===== src/rtl/kmeans_drv_pkg.sv =====
// Shared types for the kmeans call driver: FSM state, data width and job descriptor.
package kmeans_drv_pkg;

   localparam int unsigned DATA_W = 32;

   typedef enum logic [0:0] {
      StIdle,
      StCall
   } drv_state_e;

   typedef struct packed {
      logic [DATA_W-1:0] idx;
      logic [DATA_W-1:0] num_clusters;
      logic [DATA_W-1:0] num_dim;
   } job_desc_t;

endpackage


===== src/rtl/kmeans_drv_fifo.sv =====
// Result FIFO for the kmeans call driver. The head word sits in an output register,
// so a push into an empty FIFO is visible on rdata_o one cycle later.
module kmeans_drv_fifo #(
   parameter int unsigned RES_DEPTH = 4,
   parameter int unsigned DATA_W    = kmeans_drv_pkg::DATA_W
) (
   input  logic                           clk_i,
   input  logic                           rst_ni,
   input  logic                           push_i,
   input  logic [DATA_W-1:0]              wdata_i,
   input  logic                           pop_i,
   output logic [DATA_W-1:0]              rdata_o,
   output logic                           full_o,
   output logic                           empty_o,
   output logic [$clog2(RES_DEPTH+1)-1:0] count_o
);

   localparam int unsigned PtrW = $clog2(RES_DEPTH);
   localparam int unsigned CntW = $clog2(RES_DEPTH + 1);

   logic [DATA_W-1:0] mem_q [RES_DEPTH];
   logic [PtrW-1:0]   wr_ptr_q, rd_ptr_q, rd_next;
   logic [CntW-1:0]   count_q, count_d;
   logic [DATA_W-1:0] dout_q, dout_d;

   assign rd_next = rd_ptr_q + PtrW'(1);

   always_comb begin
      count_d = count_q;
      unique case ({push_i, pop_i})
         2'b10:   count_d = count_q + CntW'(1);
         2'b01:   count_d = count_q - CntW'(1);
         default: count_d = count_q;
      endcase
   end

   // Head register tracks mem_q[rd_ptr_q]; bypass wdata when the FIFO is (or becomes) empty.
   always_comb begin
      dout_d = dout_q;
      if (push_i && (count_q == '0 || (pop_i && count_q == CntW'(1)))) begin
         dout_d = wdata_i;
      end else if (pop_i && count_q > CntW'(1)) begin
         dout_d = mem_q[rd_next];
      end
   end

   always_ff @(posedge clk_i or negedge rst_ni) begin
      if (!rst_ni) begin
         wr_ptr_q <= '0;
         rd_ptr_q <= '0;
         count_q  <= '0;
         dout_q   <= '0;
      end else begin
         if (push_i) wr_ptr_q <= wr_ptr_q + PtrW'(1);
         if (pop_i)  rd_ptr_q <= rd_next;
         count_q <= count_d;
         dout_q  <= dout_d;
      end
   end

   always_ff @(posedge clk_i) begin
      if (push_i) mem_q[wr_ptr_q] <= wdata_i;
   end

   assign rdata_o = dout_q;
   assign full_o  = (count_q == CntW'(RES_DEPTH));
   assign empty_o = (count_q == '0);
   assign count_o = count_q;

endmodule


===== src/rtl/kmeans_call_driver.sv =====
// Call/return initiator for the kmeans HLS component with credit-limited result buffering.
// Optional watchdog enabled by defining KMEANS_DRV_TIMEOUT_EN.
module kmeans_call_driver
   import kmeans_drv_pkg::*;
#(
   parameter int unsigned RES_DEPTH      = 4,
   parameter int unsigned TIMEOUT_CYCLES = 65536
) (
   input  logic                           clock,
   input  logic                           resetn,
   input  logic                           job_valid,
   output logic                           job_ready,
   input  logic [31:0]                    job_idx,
   input  logic [31:0]                    job_num_clusters,
   input  logic [31:0]                    job_num_dim,
   output logic                           comp_start,
   input  logic                           comp_busy,
   output logic [31:0]                    comp_idx,
   output logic [31:0]                    comp_num_clusters,
   output logic [31:0]                    comp_num_dim,
   input  logic                           comp_done,
   output logic                           comp_stall,
   input  logic [31:0]                    comp_returndata,
   output logic                           res_valid,
   input  logic                           res_ready,
   output logic [31:0]                    res_data,
   output logic [$clog2(RES_DEPTH+1)-1:0] outstanding,
   output logic                           timeout_err
);

   localparam int unsigned OutW = $clog2(RES_DEPTH + 1);

   drv_state_e      state_q, state_d;
   job_desc_t       args_q, args_d;
   logic [OutW-1:0] out_q, out_d;
   logic            call_fire, job_accept, ret_fire, push, pop;
   logic            fifo_full, fifo_empty;
   logic [OutW-1:0] unused_count;

   assign comp_start = (state_q == StCall);
   assign call_fire  = comp_start && !comp_busy;
   // Gated by resetn so the job port is closed while reset is held.
   assign job_ready  = resetn && (state_q == StIdle || call_fire) && (out_q < OutW'(RES_DEPTH));
   assign job_accept = job_valid && job_ready;
   assign ret_fire   = comp_done && !comp_stall;
   assign push       = ret_fire && (out_q != '0);
   assign pop        = res_valid && res_ready;

   always_comb begin
      state_d = state_q;
      args_d  = args_q;
      unique case (state_q)
         StIdle:  if (job_accept) state_d = StCall;
         StCall:  if (call_fire && !job_accept) state_d = StIdle;
         default: state_d = StIdle;
      endcase
      if (job_accept) begin
         args_d = '{idx: job_idx, num_clusters: job_num_clusters, num_dim: job_num_dim};
      end
   end

   always_comb begin
      out_d = out_q;
      unique case ({job_accept, pop})
         2'b10:   out_d = out_q + OutW'(1);
         2'b01:   out_d = out_q - OutW'(1);
         default: out_d = out_q;
      endcase
   end

   always_ff @(posedge clock or negedge resetn) begin
      if (!resetn) begin
         state_q <= StIdle;
         args_q  <= '0;
         out_q   <= '0;
      end else begin
         state_q <= state_d;
         args_q  <= args_d;
         out_q   <= out_d;
      end
   end

   kmeans_drv_fifo #(
      .RES_DEPTH (RES_DEPTH),
      .DATA_W    (DATA_W)
   ) u_fifo (
      .clk_i   (clock),
      .rst_ni  (resetn),
      .push_i  (push),
      .wdata_i (comp_returndata),
      .pop_i   (pop),
      .rdata_o (res_data),
      .full_o  (fifo_full),
      .empty_o (fifo_empty),
      .count_o (unused_count)
   );

   assign comp_idx          = args_q.idx;
   assign comp_num_clusters = args_q.num_clusters;
   assign comp_num_dim      = args_q.num_dim;
   assign comp_stall        = fifo_full;
   assign res_valid         = !fifo_empty;
   assign outstanding       = out_q;

`ifdef KMEANS_DRV_TIMEOUT_EN
   localparam int unsigned WdW = $clog2(TIMEOUT_CYCLES + 1);

   logic [WdW-1:0] wd_q, wd_d;
   logic           err_q;

   // Saturates at the limit so the sticky flag cannot be missed on wrap.
   always_comb begin
      wd_d = wd_q;
      if (ret_fire || out_q == '0) begin
         wd_d = '0;
      end else if (wd_q != WdW'(TIMEOUT_CYCLES)) begin
         wd_d = wd_q + WdW'(1);
      end
   end

   always_ff @(posedge clock or negedge resetn) begin
      if (!resetn) begin
         wd_q  <= '0;
         err_q <= 1'b0;
      end else begin
         wd_q  <= wd_d;
         err_q <= err_q | (wd_d == WdW'(TIMEOUT_CYCLES));
      end
   end

   assign timeout_err = err_q;
`else
   logic unused_timeout;
   assign unused_timeout = ^TIMEOUT_CYCLES;
   assign timeout_err    = 1'b0;
`endif

endmodule


===== config.mk =====
export PLATFORM = sky130hd
export DESIGN_NAME = kmeans_call_driver
export DESIGN_NICKNAME = d
export VERILOG_FILES = /design/src/rtl/kmeans_drv_pkg.sv /design/src/rtl/kmeans_drv_fifo.sv /design/src/rtl/kmeans_call_driver.sv
export SDC_FILE = /design/constraint.sdc
export NUM_CORES = 1
export LEC_CHECK = 0
export ABC_AREA = 1
export CORE_MARGIN = 5
export CORE_UTILIZATION = 54
export CTS_CLUSTER_DIAMETER = 50
export DETAILED_ROUTE_END_ITERATION = 8
export GPL_ROUTABILITY_DRIVEN = 0
export GPL_TIMING_DRIVEN = 0
export PLACE_DENSITY = 0.86
export SETUP_SLACK_MARGIN = 0.5
export SLEW_MARGIN = 40
export SYNTH_ARGS = -nofsm -noshare
export SYNTH_HDL_FRONTEND = slang
export SYNTH_SLANG_ARGS = --single-unit

===== constraint.sdc =====
create_clock -name clock -period 8.9 [get_ports clock]
set_input_delay 1.78 -clock clock [delete_from_list [all_inputs] [get_ports clock]]
set_output_delay 1.78 -clock clock [all_outputs]
set_load 0.005 [all_outputs]

==> flow_summary_export.csv <==
group,metric,value,unit
run_status,status,"finished, final reports clean",
cts,cts-htree-levels,1,
cts,cts_buffers,30,
drt,drt_iter0_drc,680,
global_routing,grt_start_max_net_pins,75,
yosys,synth_top_family_by_area,"simple AND/OR/NAND/NOR gates",
critical_path,crit_required,7.12,ns
yosys,synth.cell_area,11200,um2
cts,cts.path.max_buffers,3,
yosys,avgSynthCellArea,9.50,um2
critical_path,ff2ff_path_depth,8,
cts,tritoncts,"yes",
die,coreArea,20400,um2
critical_path,crit_arrival,4.25,ns
global_routing,grt_usage,27.4,%
yosys,synth_top_cell_by_area,"edfxtp_1",
final_layout,area_growth,37.2,%
cts,clk_latency,0.56,ns
critical_path,cp-startpoint,"resetn",
yosys,ys_types,26,
timing,finalCritPeriodShare,67.7,%
timing,hold_viol_final,0,
timing,rsz0062_at_grt,"false",
cts,hold_buffers,0,
place,dpl.cell_count,1725,
yosys,ys_seq_area_share,65.2,%
timing,relSlewSlack,50.7,%
yosys,synth_xor_area_share,0.546,%
drt,viasPerCell,5.29,
drt,wl_per_cell,18.5,um
drt,drcViolationCount,0,
yosys,yosys_warnings,0,
place,portBuffers,267,
critical_path,cp-endpoint,"job_ready",
drt,dr.pass1.iters,5,
hold_path,holdCritPathClass,"register to register",
cts,cts_resized,0,
yosys,muxShareOfSynthArea,0,%
yosys,ys_async_sr_fraction,52.1,%
global_routing,antenna_found_initial,8,
yosys,yosys-top-cells-area,"edfxtp_1, dfrtp_1, nand2_1, nand3_1, nand4_1",
critical_path,critPathMaxFanout,74,
yosys,synth_compound_area_share,0.479,%
cts,cts.sinks,267,
timing,tightest_slew,0.740,ns
timing,maxSlewViolCount,0,
critical_path,startpoint_type,"input pin",
drt,via_count,9469,
timing,max_freq,166,MHz
final_layout,drive_above_1_share,6.55,%
drt,drtAntennaViolNets,0,
hold_path,min_from,"comp_num_clusters[25]",
final_layout,nets,1632,
cts,clk_pin_slew,0.06,ns
final_layout,regArea,7320,um2
critical_path,rrSetupSlack,6.16,ns
die,die_y,154,um
final_layout,multi_input_area,3520,um2
yosys,synthMostInstantiatedCell,"nand2_1",
yosys,syn-num-nets,1327,
final_layout,fin_util,75.7,%
cts,cts_setup_buffers,0,
global_routing,grt_pass1_wl,51800,um
global_routing,grt_pass1_vias,9783,
global_routing,overflow,0,
timing,clock_skew,0.0249,ns
power,ir_worst_vdd,0.230,mV
yosys,synth_ff_type,"dfrtp_1",
yosys,yosys_register_bits,267,
yosys,synth_top_cell_area_share,34.2,%
power,power_density,359,nW/um2
timing,timing.final.crit_period,6.03,ns
drt,wirelength,33200,um
timing,setup_viol,0,
die,num_rows,52,
yosys,synth_common_cells,"nand2_1, dfrtp_1, edfxtp_1",
job,drv_cap,0,
cts,root_buffer,"clkbuf_16",
die,start_util,55.2,%
critical_path,cp-end-kind,"output port",
final_layout,filler_cell_count,1348,
final_layout,stdcell_count,1789,
die,design.die.area,23800,um2
yosys,synthCells,1182,
critical_path,worstSetupPathType,"input pin to output port",
yosys,yosys.area_share.simple,28.8,%
critical_path,reg2reg_to,"u_fifo.mem_q[2][17]",
critical_path,reg2reg_from,"u_fifo.count_o[0]",
place,dp_hpwl,22800,um
die,die_w,154,um
yosys,synth_edf_count,128,
yosys,synthAdderAreaFrac,1.29,%
power,p_leak,7.12,nW
die,io_pins,270,
kinds of logic (layout without fill, tap and decap cells):
kind of cell             after synthesis  in the layout
AO/OA/AOI/OAI                          8              8
XOR/XNOR                               7              7
adder cells (fa/ha/maj)               11             11
buffers and inverters                 90            419
flip-flops                           267            267
other                                  1              9
AND/OR/NAND/NOR                      798            798
worst min path at each step:
stage / slack (ns) / cells after the start / to
3_3_place_gp: 0.45 / 2 / comp_num_clusters[19]
5_1_grt: 0.49 / 2 / comp_num_dim[6]
2_1_floorplan: 0.47 / 2 / comp_idx[0]
4_1_cts: 0.47 / 2 / comp_num_dim[9]
3_5_place_dp: 0.46 / 2 / comp_idx[3]
6_report: 0.47 / 2 / comp_num_clusters[25]
per-stage QoR:
stage	hold slack (ns)	instance area, um2	TNS (ns)	setup WS (ns)	power, W
3_3_place_gp	0.452	14200	-3.70	-1.89	0.00417
2_1_floorplan	0.465	11200	0	4.76	0.00311
4_1_cts	0.472	15400	0	2.87	0.00555
3_5_place_dp	0.458	14400	0	2.89	0.00428
6_report	0.467	15400	0	2.87	0.00554
5_1_grt	0.491	15400	0	2.69	0.00590
registers in the layout, summed over array words and instances, names as in the netlist:
signal / cells
u_fifo.mem_q: 128
comp_idx: 32
comp_num_clusters: 32
comp_num_dim: 32
u_fifo.rdata_o: 32
outstanding: 3
u_fifo.count_o: 3
u_fifo.rd_ptr_q: 2
u_fifo.wr_ptr_q: 2
comp_start: 1
power by group:
part           internal, W  switching, W
registers          0.00175      0.000217
logic              0.00104       0.00130
clock network     0.000730      0.000505
total              0.00351       0.00202
area by class of cell:
type                            count  share of cell area (%)
Clock inverter                     17                    1.01
Clock buffer                       39                    5.49
Timing Repair Buffer              273                    18.1
Multi-Input combinational cell    825                    22.9
Tap cell                          270                    2.19
Antenna cell                        8                   0.130
Sequential cell                   267                    47.5
Buffer                             71                    2.24
Inverter                           19                   0.463
cells in the final DEF, fill, tap and decap left out, types with 3 or more instances in the layout:
cell type,count
nor2_1,3
xnor2_1,3
clkinvlp_4,3
inv_2,3
clkbuf_1,39
buf_1,6
xor2_1,4
nand2_1,653
buf_8,5
dfrtp_1,139
nand3_1,101
clkdlybuf4s50_1,266
clkbuf_8,4
ha_1,10
buf_4,14
inv_1,16
inv_6,3
clkbuf_16,31
nor2_4,4
o21ai_0,5
clkinv_2,6
edfxtp_1,128
buf_2,15
diode_2,8
nand4_1,32
critical path, stage by stage:
cell             delay, ns
buf_8                 0.41
buf_16                0.36
nand2_1               0.12
nor2_2                0.30
clkbuf_1              0.56
clkdlybuf4s50_1       0.63
per-layer routing:
metal	wire [um]	share of wire (%)	global-route usage, %	vias to the layer above
met5	13	0.039	0	-
li1	-	-	-	4435
met3	3690	11	10.1	91
met2	16800	51	48.1	471
met4	1290	3.9	10.1	2
met1	11400	34	30.6	4470
Power figures use the tool's default switching activity.
